File: src/rtl/blink_rate_ctrl.sv
// Button front end for the LED blinker: synchronise, debounce, pulse on press,
// step a 2-bit blink rate and run the matching half-period timebase.
module blink_rate_ctrl #(
   parameter int CLK_HZ       = 125000000,
   parameter int DEBOUNCE_CYC = 1250000
) (
   input  logic       clk,
   input  logic       rst,
   input  logic       btn,
   output logic       btn_level,
   output logic       btn_press,
   output logic [1:0] rate_sel,
   output logic       half_tick,
   output logic       phase,
   output logic [1:0] dbg_state
);

   localparam int DCW = $clog2(DEBOUNCE_CYC + 1);
   localparam int TCW = $clog2(CLK_HZ / 2);

   localparam logic [DCW-1:0] DEB_LAST   = DCW'(DEBOUNCE_CYC - 1);
   localparam logic [TCW-1:0] HALF_M1_R0 = TCW'(CLK_HZ / 2 - 1);
   localparam logic [TCW-1:0] HALF_M1_R1 = TCW'(CLK_HZ / 4 - 1);
   localparam logic [TCW-1:0] HALF_M1_R2 = TCW'(CLK_HZ / 8 - 1);
   localparam logic [TCW-1:0] HALF_M1_R3 = TCW'(CLK_HZ / 16 - 1);

   typedef enum logic [1:0] {
      IDLE_LO = 2'd0,
      WAIT_HI = 2'd1,
      IDLE_HI = 2'd2,
      WAIT_LO = 2'd3
   } deb_state_t;

   deb_state_t     state_q, state_d;
   logic           s1_q, s1_d;
   logic           s2_q, s2_d;
   logic [DCW-1:0] dcnt_q, dcnt_d;
   logic           level_q, level_d;
   logic           press_q, press_d;
   logic [1:0]     rate_q, rate_d;
   logic [TCW-1:0] tcnt_q, tcnt_d;
   logic [TCW-1:0] half_m1;
   logic           tick_q, tick_d;
   logic           phase_q, phase_d;

   // Valid/ready style handshakes do not apply here; btn_press is a strobe
   // that is valid for exactly one cycle and needs no acknowledgement.
   always_comb begin
      s1_d    = btn;
      s2_d    = s1_q;
      state_d = state_q;
      dcnt_d  = dcnt_q;
      level_d = level_q;
      press_d = 1'b0;
      case (state_q)
         IDLE_LO: begin
            if (s2_q) begin
               state_d = WAIT_HI;
               dcnt_d  = DCW'(1);
            end
         end
         WAIT_HI: begin
            if (!s2_q) begin
               state_d = IDLE_LO;
               dcnt_d  = '0;
            end else if (dcnt_q == DEB_LAST) begin
               state_d = IDLE_HI;
               dcnt_d  = '0;
               level_d = 1'b1;
               press_d = 1'b1;
            end else begin
               dcnt_d = dcnt_q + 1'b1;
            end
         end
         IDLE_HI: begin
            if (!s2_q) begin
               state_d = WAIT_LO;
               dcnt_d  = DCW'(1);
            end
         end
         WAIT_LO: begin
            if (s2_q) begin
               state_d = IDLE_HI;
               dcnt_d  = '0;
            end else if (dcnt_q == DEB_LAST) begin
               state_d = IDLE_LO;
               dcnt_d  = '0;
               level_d = 1'b0;
            end else begin
               dcnt_d = dcnt_q + 1'b1;
            end
         end
         default: begin
            state_d = IDLE_LO;
            dcnt_d  = '0;
         end
      endcase
   end

   always_comb begin
      case (rate_q)
         2'd0:    half_m1 = HALF_M1_R0;
         2'd1:    half_m1 = HALF_M1_R1;
         2'd2:    half_m1 = HALF_M1_R2;
         default: half_m1 = HALF_M1_R3;
      endcase
   end

   // A rate change restarts the half-period and wins over a coincident terminal count.
   always_comb begin
      rate_d  = rate_q;
      tcnt_d  = tcnt_q + 1'b1;
      tick_d  = 1'b0;
      phase_d = phase_q;
      if (press_q) begin
         rate_d = rate_q + 2'd1;
         tcnt_d = '0;
      end else if (tcnt_q == half_m1) begin
         tcnt_d  = '0;
         tick_d  = 1'b1;
         phase_d = ~phase_q;
      end
   end

   always_ff @(posedge clk or negedge rst) begin
      if (!rst) begin
         s1_q    <= 1'b0;
         s2_q    <= 1'b0;
         state_q <= IDLE_LO;
         dcnt_q  <= '0;
         level_q <= 1'b0;
         press_q <= 1'b0;
         rate_q  <= 2'd0;
         tcnt_q  <= '0;
         tick_q  <= 1'b0;
         phase_q <= 1'b0;
      end else begin
         s1_q    <= s1_d;
         s2_q    <= s2_d;
         state_q <= state_d;
         dcnt_q  <= dcnt_d;
         level_q <= level_d;
         press_q <= press_d;
         rate_q  <= rate_d;
         tcnt_q  <= tcnt_d;
         tick_q  <= tick_d;
         phase_q <= phase_d;
      end
   end

   assign btn_level = level_q;
   assign btn_press = press_q;
   assign rate_sel  = rate_q;
   assign half_tick = tick_q;
   assign phase     = phase_q;
   assign dbg_state = state_q;

endmodule
File: config.mk
export PLATFORM = sky130hd
export DESIGN_NAME = blink_rate_ctrl
export DESIGN_NICKNAME = d
export VERILOG_FILES = /design/src/rtl/blink_rate_ctrl.sv
export SDC_FILE = /design/constraint.sdc
export NUM_CORES = 1
export LEC_CHECK = 0
export CORE_UTILIZATION = 61
export CTS_CLUSTER_SIZE = 20
export DETAILED_ROUTE_END_ITERATION = 12
export PLACE_DENSITY = 0.8
export SETUP_SLACK_MARGIN = 0.02
export SLEW_MARGIN = 0
export SYNTH_ARGS = -nofsm -noshare
export SYNTH_HDL_FRONTEND = slang
export SYNTH_SLANG_ARGS = --single-unit
File: constraint.sdc
create_clock -name clk -period 7.6 [get_ports clk]
set_clock_uncertainty 0.05 [all_clocks]
set_input_delay 1.52 -clock clk [delete_from_list [all_inputs] [get_ports clk]]
set_output_delay 1.52 -clock clk [all_outputs]
set_load 0.03 [all_outputs]
==> flow_metrics.tcl, run 1 <==
set metrics [dict create \
    gr-usage-met1_pct 33.42 \
    syn_area_per_cell_um2 9.221 \
    clkSlewWorstSetupHoldPaths_ns 0.06 \
    slew_headroom_pct 31.39 \
    routedWlPerCell_um 15.70 \
    grtUsageTotal_pct 28.33 \
    tns_ns 0 \
    dieWidth_um 73.80 \
    crit_start "rate_sel[1]$_DFFE_PN0P_" \
    layout_commonest_cell "dfrtp_1" \
    start_kind "flip-flop" \
    gp_congestion 0.8822 \
    cap_violations 0 \
    viasPerCell 6.028 \
    grt-busiest-layer "met2" \
    cpLargestDelayFamily "buffers and inverters" \
    critPathMaxFanout 10 \
    ant_nets 0 \
    slowest_stage "clkdlybuf4s50_1" \
    path_depth 1 \
    grtUsageMet2_pct 47.50 \
    syn-num-nets 353 \
    outcome "complete, no violations" \
    clk_latency_ns 0.34 \
    netlist.area_leader.share_pct 45.36 \
    synth-edff-count 0 \
    rsz0062_at_grt "false" \
    core-area_um2 4848 \
    worstPathCellList "clkdlybuf4s50_1" \
    num_rows 25 \
    power_density_nw_per_um2 197.0 \
    ctsLongestPathBuffers 2 \
    ys.flop_type "dfrtp_1" \
    critical_path_class "reg -> out" \
    grt_max_degree 58 \
    hold_start "s1_q$_DFF_PN0_" \
    slowest_delay_ns 0.73 \
    met3_usage_pct 4.664 \
    path_buf_inv 1 \
    boundaryPins 11 \
    yosys.area.top_type "dfrtp_1" \
    drive_above_1_share_pct 7.799 \
    post-dp-hpwl_um 4566 \
    routed_wl_um 6690 \
    ff2ff_path_depth 8 \
    fin_cells 426 \
    ys_seq_elements 57 \
    hold_viol 0 \
    ys_top_cells_by_area "dfrtp_1 45%, xnor2_1 5.8%, nor2_1 4.9%" \
    syn_inst 341 \
    port_buffers 10 \
    grt_pass1_wl_um 11460 \
    final_cell_mix "57 x dfrtp_1, 41 x nor2_1, 34 x nand2_1, 21 x xnor2_1, 17 x nand3_1" \
    synthArstFlopShare_pct 100.0 \
    numCtsBuffers 9 \
    drt_iter0_markers 153 \
    power_w 0.0006863 \
    synth_area_um2 3144 \
    critical_path_required_ns 6.03 \
    holdCritPathClass "reg -> reg" \
    syn_to_final_growth_pct 10.82 \
    setup_violations 0 \
    routed-via-count 2568 \
    start_util_pct 64.85 \
    nets 366 \
    yosysSeqAreaShare_pct 45.36 \
    post_cts_buffers 0 \
    holdPathStages 0 \
    drc_errors 0 \
    htree_levels 3 \
    root_buffer "clkbuf_8" \
    slew_viol_final 0 \
    cts_hold_buf 0 \
    reg2reg_slack_ns 4.69 \
    antenna_found_initial 0 \
    chipHeight_um 73.80 \
    critPathArrivalTime_ns 1.60 \
    min_period_ns 3.172 \
    synth_cell_type_count 48 \
    cts_tree "yes" \
    r2r-start "rate_sel[1]$_DFFE_PN0P_" \
    dp.cells 410 \
    cts-resized-gates 0 \
    p_leak_nw 1.448 \
    post-route-period-util_pct 41.73 \
    firstDrtPassIters 4 \
    fmax_mhz 315.3 \
    ir_drop_mv 0.1992 \
    fillers 368 \
    overflow 0 \
    yosysWarnings 0 \
    worst_pin_slew_ns 1.020 \
    antennaDiodeCount 0 \
    numClockSinks 57 \
    grt_pass1_vias 2592 \
    die_area_um2 5446 \
    worstSetupEndpointType "primary output" \
]
-- worst register-to-register path, cell delays in order (launching register included) --
cell	delay, ns
dfrtp_1	0.53
inv_1	0.16
ha_1	0.26
o21bai_1	0.21
xnor2_1	0.10
or4_4	0.55
o41ai_4	0.51
buf_4	0.33
nor2_1	0.08
-- flip-flops by register name (all words and copies together), names as in the netlist, named ones only --
register / count
phase: 1
rate_sel: 2
s1_q: 1
btn_level: 1
s2_q: 1
btn_press: 1
half_tick: 1
dcnt_q: 21
dbg_state: 1
tcnt_q: 26
-- where the power goes --
group,switching [W],internal [W],total (W)
sequential,0.0000132,0.000313,0.000326
combinational,0.0000537,0.0000257,0.0000794
clock,0.000122,0.000159,0.000281
-- per-layer routing --
metal | vias up | share of wire, % | wire, um
li1 | 1242 | - | -
met1 | 1228 | 42 | 2837
met2 | 68 | 50 | 3349
met3 | 30 | 3.3 | 220
met4 | 0 | 4.2 | 283
met5 | - | 0 | 0
-- final timing paths --
path,end
setup / recovery,rate_sel[1]
min in group asynchronous,tcnt_q[24]$_DFF_PN0_
hold reg to reg,s2_q$_DFF_PN0_
max in group asynchronous,dcnt_q[9]$_DFFE_PN0P_
hold / removal,s2_q$_DFF_PN0_
setup reg to reg,tcnt_q[19]$_DFF_PN0_
-- per-stage QoR --
step	util, %	hold WS (ns)	instance area [um2]	setup WS (ns)
after floorplan	-	0.2812	3144	4.949
after global placement	67.82	0.2830	3288	4.826
after detailed placement	67.82	0.3003	3288	4.749
after CTS	71.87	0.3156	3485	4.427
after global routing	71.87	0.3168	3485	4.386
final	71.87	0.3115	3485	4.428
-- area by class of cell --
| type | count | area, um2 | share of cell area [%] |
|---|---|---|---|
| inverters | 16 | 60.06 | 1.724 |
| repair buffers | 13 | 117.6 | 3.375 |
| well taps | 67 | 83.83 | 2.406 |
| clock buffers | 11 | 141.4 | 4.057 |
| multi-input cells | 257 | 1600 | 45.92 |
| clock inverters | 5 | 55.05 | 1.580 |
| flip-flops and latches | 57 | 1426 | 40.93 |
-- Yosys cell counts, drive strengths merged, types with 8 or more instances --
| cell type | instances |
|---|---|
| nor2 | 41 |
| nor3 | 14 |
| clkbuf | 8 |
| ha | 9 |
| nand2 | 34 |
| nand4 | 10 |
| o21ai | 12 |
| xor2 | 10 |
| a31oi | 10 |
| nor4 | 8 |
| dfrtp | 57 |
| a21oi | 15 |
| xnor2 | 21 |
| nand3 | 17 |
| inv | 16 |
-- kinds of logic (layout without fill, tap and decap cells) --
family / after synthesis / in the layout / share of synthesized area, %
compound gates: 60 / 60 / 12.77
simple gates: 157 / 157 / 25.91
buf+inv: 27 / 45 / 3.740
fa+ha+maj: 9 / 9 / 3.581
xor+xnor: 31 / 31 / 8.635
flops: 57 / 57 / 45.36
Note: power is estimated with default switching activity, not from simulation.
==> run 2: changes to the inputs <==
--- a/config.mk
+++ b/config.mk
@@ -5,10 +5,10 @@
 export SDC_FILE = /design/constraint.sdc
 export NUM_CORES = 1
 export LEC_CHECK = 0
-export CORE_UTILIZATION = 61
+export CORE_UTILIZATION = 55
 export CTS_CLUSTER_SIZE = 20
 export DETAILED_ROUTE_END_ITERATION = 12
-export PLACE_DENSITY = 0.8
+export PLACE_DENSITY = 0.76
 export SETUP_SLACK_MARGIN = 0.02
 export SLEW_MARGIN = 0
 export SYNTH_ARGS = -nofsm -noshare
==> constraint.sdc (replaced) <==
create_clock -name clk -period 2.65 [get_ports clk]
set_clock_uncertainty 0.05 [all_clocks]
set_input_delay 0.53 -clock clk [delete_from_list [all_inputs] [get_ports clk]]
set_output_delay 0.53 -clock clk [all_outputs]
set_load 0.03 [all_outputs]
==> flow_metrics.tcl, run 2 (synthesized netlist as in run 1, its figures left out) <==
set metrics [dict create \
    outcome "complete, no violations" \
    comb_power_share_pct 12.0 \
    sw_frac_of_total_pct 28.50 \
    grt_pass1_wl_um 11520 \
    postLayoutCellArea_um2 3510 \
    slew_headroom_pct 51.74 \
    r2r-start "rate_sel[0]$_DFFE_PN0P_" \
    start_kind "flip-flop" \
    boundaryPins 11 \
    timing.rr.end "tcnt_q[20]$_DFF_PN0_" \
    clk_latency_ns 0.33 \
    rsz0062_at_grt "false" \
    post-dp-hpwl_um 4667 \
    cpLargestDelayFamily "simple AND/OR/NAND/NOR gates" \
    endpoint "tcnt_q[20]$_DFF_PN0_" \
    setup_violations 0 \
    root_buffer "clkbuf_8" \
    worstSetupEndpointType "flip-flop" \
    port_buffers 10 \
    worst_pin_slew_ns 0.7212 \
    hold_ws_ns 0.1726 \
    start_util_pct 57.10 \
    crit_start "rate_sel[0]$_DFFE_PN0P_" \
    grtUsageTotal_pct 24.79 \
    core-area_um2 5507 \
    fillers 464 \
    largest_reg_flops 26 \
    reg2reg_slack_ns 0.19 \
    antenna_found_initial 0 \
    numCtsBuffers 9 \
    dp.cells 419 \
    post_cts_buffers 0 \
    overflow 0 \
    intPower_w 0.001360 \
    final_cell_mix "55 x dfrtp_1, 41 x nor2_1, 34 x nand2_1, 21 x xnor2_1, 17 x nand3_1" \
    worstPathCellList "inv_1 > ha_1 > xor2_1 > o2111ai_1 > or4_4 > o41ai_4 > buf_4 > nor2_1" \
    nets 370 \
    cts_tree "yes" \
    chipHeight_um 77.61 \
    critPathArrivalTime_ns 2.62 \
    fmax_mhz 406.9 \
    syn_to_final_growth_pct 11.62 \
    ctsLongestPathBuffers 2 \
    ir_drop_mv 0.5781 \
    p_seq_share_pct 49.1 \
    critical_path_required_ns 2.81 \
    power_density_nw_per_um2 541.8 \
    dieWidth_um 77.61 \
    antennaDiodeCount 0 \
    setup_ws_ns 0.1924 \
    p_leak_nw 1.455 \
    gp_congestion 0.8985 \
    pre_cts_ws_ns 0.1370 \
    placed_area_um2 3326 \
    critical_path_class "reg -> reg" \
    routed_wl_um 6657 \
    fin_cells 435 \
    ant_nets 0 \
    post-route-period-util_pct 92.74 \
    top_register "tcnt_q" \
    cap_violations 0 \
    clkSlewWorstSetupHoldPaths_ns 0.07 \
    drc_errors 0 \
    holdCritPathClass "in -> async" \
    num_rows 27 \
    grt_max_degree 31 \
    grt_pass1_vias 2516 \
    tns_ns 0 \
    min_period_ns 2.458 \
    routed-via-count 2517 \
    slowest_stage "or4_4" \
    numClockSinks 57 \
    ff2ff_path_depth 8 \
    firstDrtPassIters 4 \
    drive_above_1_share_pct 9.366 \
    die_area_um2 6023 \
    pwr-share-clk_pct 38.9 \
    hold_viol 0 \
    slowest_delay_ns 0.53 \
    routedWlPerCell_um 15.30 \
    power.switching_w 0.0005418 \
    layout_commonest_cell "dfrtp_1" \
    slew_viol_final 0 \
    path_buf_inv 2 \
    viasPerCell 5.786 \
    path_depth 8 \
    critPathMaxFanout 13 \
    htree_levels 3 \
    drt_iter0_markers 189 \
]
run 2: area by class of cell:
type | count | area, um2 | area share [%]
Multi-Input combinational cell | 257 | 1600 | 45.60
Sequential cell | 57 | 1429 | 40.71
Clock buffer | 12 | 155.1 | 4.421
Timing Repair Buffer | 17 | 147.6 | 4.207
Tap cell | 72 | 90.09 | 2.567
Inverter | 16 | 60.06 | 1.711
Clock inverter | 4 | 27.53 | 0.7843
run 2: stage by stage:
stage	total power, W	utilization (%)
2_1_floorplan	0.001098	-
3_3_place_gp	0.001169	60.40
3_5_place_dp	0.001175	60.40
4_1_cts	0.001908	63.71
5_1_grt	0.001986	63.74
6_report	0.001901	63.74
run 2: per-layer routing:
metal / vias to the layer above / routed length [um] / share of wire, % / GRT usage, %
met4: 0 / 124 / 1.9 / 11.13
met2: 57 / 3355 / 50 / 42.74
met3: 13 / 194 / 2.9 / 5.882
li1: 1247 / - / - / -
met5: - / 0 / 0 / 0
met1: 1200 / 2983 / 45 / 29.21
run 2: worst min path at each step:
stage | slack, ns | startpoint | end | cells after the start
after floorplan | 0.18 | rst | async pin | 0
final | 0.17 | rst | tcnt_q[23]$_DFF_PN0_ | 1
after CTS | 0.18 | rst | tcnt_q[22]$_DFF_PN0_ | 1
after detailed placement | 0.29 | s1_q$_DFF_PN0_ | s2_q$_DFF_PN0_ | 0
after global routing | 0.21 | rst | tcnt_q[11]$_DFF_PN0_ | 1
after global placement | 0.28 | s1_q$_DFF_PN0_ | s2_q$_DFF_PN0_ | 0
run 2: power by group through the flow:
stage	clock, W	sequential, W	combinational (W)
floorplan	0	0.000947	0.000150
global placement	0	0.000949	0.000220
global route	0.000795	0.000938	0.000254
CTS	0.000748	0.000933	0.000227
detailed placement	0	0.000949	0.000225
finish	0.000739	0.000934	0.000228
run 2: timing repair:
action                                  CTS  global route
hold endpoints to repair                  0             0
hold buffers                              0             0
resized for setup                         0             1
endpoints found under the setup margin    0            26
==> run 3: changes to the inputs <==
--- a/config.mk
+++ b/config.mk
@@ -5,6 +5,7 @@
 export SDC_FILE = /design/constraint.sdc
 export NUM_CORES = 1
 export LEC_CHECK = 0
+export CORE_ASPECT_RATIO = 0.6
 export CORE_UTILIZATION = 55
 export CTS_CLUSTER_SIZE = 20
 export DETAILED_ROUTE_END_ITERATION = 12
==> flow_metrics.tcl, run 3 (synthesized netlist as in run 1, its figures left out) <==
set metrics [dict create \
    outcome "complete, no violations" \
    slowest_delay_ns 0.57 \
    fmax_mhz 378.2 \
    routed_wl_um 7549 \
    firstDrtPassIters 5 \
    cts_tree "yes" \
    slew_viol_final 0 \
    power_w 0.002066 \
    drt_iter0_markers 233 \
    min_period_ns 2.644 \
    cpLargestDelayFamily "simple AND/OR/NAND/NOR gates" \
    ff2ff_path_depth 8 \
    endpoint "tcnt_q[17]$_DFF_PN0_" \
    grt_pass1_wl_um 12000 \
    port_buffers 10 \
    crit_start "rate_sel[0]$_DFFE_PN0P_" \
    setup_violations 0 \
    post-route-period-util_pct 99.77 \
    boundaryPins 11 \
    grt_pass1_vias 2283 \
    critical_path_class "reg -> reg" \
    syn_to_final_growth_pct 16.83 \
    routedWlPerCell_um 16.89 \
    clkSlewWorstSetupHoldPaths_ns 0.07 \
    slew_headroom_pct 49.64 \
    critPathArrivalTime_ns 2.82 \
    critPathMaxFanout 10 \
    numCtsBuffers 9 \
    slowest_stage "or4_4" \
    drive_above_1_share_pct 12.97 \
    fin_util_pct 69.57 \
    clk_latency_ns 0.34 \
    dieWidth_um 99.61 \
    path_buf_inv 2 \
    gp_congestion 0.8246 \
    ctsLongestPathBuffers 2 \
    multiInputGateArea_um2 1629 \
    p_leak_nw 1.526 \
    antennaDiodeCount 0 \
    htree_levels 3 \
    core-area_um2 5280 \
    final_cell_mix "55 x dfrtp_1, 41 x nor2_1, 34 x nand2_1, 21 x xnor2_1, 17 x nand3_1" \
    worstPathCellList "ha_2 > xnor2_1 > o2111ai_2 > or4_4 > o41ai_4 > buf_4 > clkbuf_16 > nor2_1" \
    path_depth 8 \
    cap_violations 0 \
    start_util_pct 59.55 \
    hold_viol 0 \
    layout_commonest_cell "dfrtp_1" \
    post-dp-hpwl_um 5092 \
    ant_nets 0 \
    r2r-start "rate_sel[0]$_DFFE_PN0P_" \
    critical_path_required_ns 2.83 \
    cts_hold_buf 0 \
    overflow 0 \
    num_rows 20 \
    postLayoutCellArea_um2 3674 \
    largest_reg_flops 26 \
    nets 378 \
    chipHeight_um 60.57 \
    worst_pin_slew_ns 0.7526 \
    timing.rr.end "tcnt_q[17]$_DFF_PN0_" \
    root_buffer "clkbuf_8" \
    die_area_um2 6033 \
    antenna_found_initial 0 \
    ir_drop_mv 0.2924 \
    viasPerCell 5.904 \
    reg2reg_slack_ns 0.006 \
    power_density_nw_per_um2 562.4 \
    placed_area_um2 3374 \
    grtUsageTotal_pct 27.34 \
    seqCellArea_um2 1429 \
    top_register "tcnt_q" \
    start_kind "flip-flop" \
    grt_max_degree 26 \
    fillers 391 \
    drc_errors 0 \
    holdCritPathClass "in -> async" \
    numClockSinks 57 \
    worstSetupEndpointType "flip-flop" \
    routed-via-count 2639 \
]
-- run 3: cell types whose count changed in the layout (fill, tap and decap cells not counted), moves of 2 or more --
cell	delta
inv_1	-2
buf_4	+5
inv_2	+2
bufinv_16	+2
ha_1	-2
-- run 3: per-layer routing --
layer | global-route usage [%] | vias to the layer above | part of all wire [%]
met2 | 34.52 | 118 | 39
li1 | - | 1264 | -
met1 | 44.19 | 1249 | 51
met5 | 0 | - | 0
met3 | 8.756 | 8 | 9.2
met4 | 5.672 | 0 | 0.50
-- run 3: area by class of cell --
cell class / count / share of cell area, %
clock buffers: 10 / 3.747
well taps: 77 / 2.623
flip-flops and latches: 57 / 38.90
clock inverters: 5 / 2.180
multi-input cells: 257 / 44.35
repair buffers: 25 / 6.574
inverters: 16 / 1.635
-- run 3: per-stage QoR --
stage	hold slack, ns	setup TNS, ns	cells	worst slack, ns
final	0.1228	0	447	0.006214
after global routing	0.1644	-0.9902	447	-0.05326
after CTS	0.1328	0	443	0.02852
after detailed placement	0.3016	0	428	0.1318
after global placement	0.2962	0	428	0.2055
after floorplan	0.1844	0	341	0.03049
-- run 3: how the worst min path moves through the flow --
stage / end / start / cells past startpoint / slack [ns]
CTS: dcnt_q[6]$_DFFE_PN0P_ / rst / 1 / 0.13
finish: tcnt_q[13]$_DFF_PN0_ / rst / 1 / 0.12
detailed placement: s2_q$_DFF_PN0_ / s1_q$_DFF_PN0_ / 0 / 0.30
floorplan: async pin / rst / 0 / 0.18
global route: dcnt_q[6]$_DFFE_PN0P_ / rst / 1 / 0.16
global placement: s2_q$_DFF_PN0_ / s1_q$_DFF_PN0_ / 0 / 0.30
-- run 3: timing repair --
action / in CTS / in global routing
resized for setup: 0 / 9
endpoints found under the hold margin: 0 / 0
endpoints found under the setup margin: 0 / 25
buffers inserted: 0 / 3
-- run 3: power breakdown --
group          switching, W  internal, W
combinational      0.000151    0.0000745
clock              0.000358     0.000548
sequential        0.0000388     0.000897
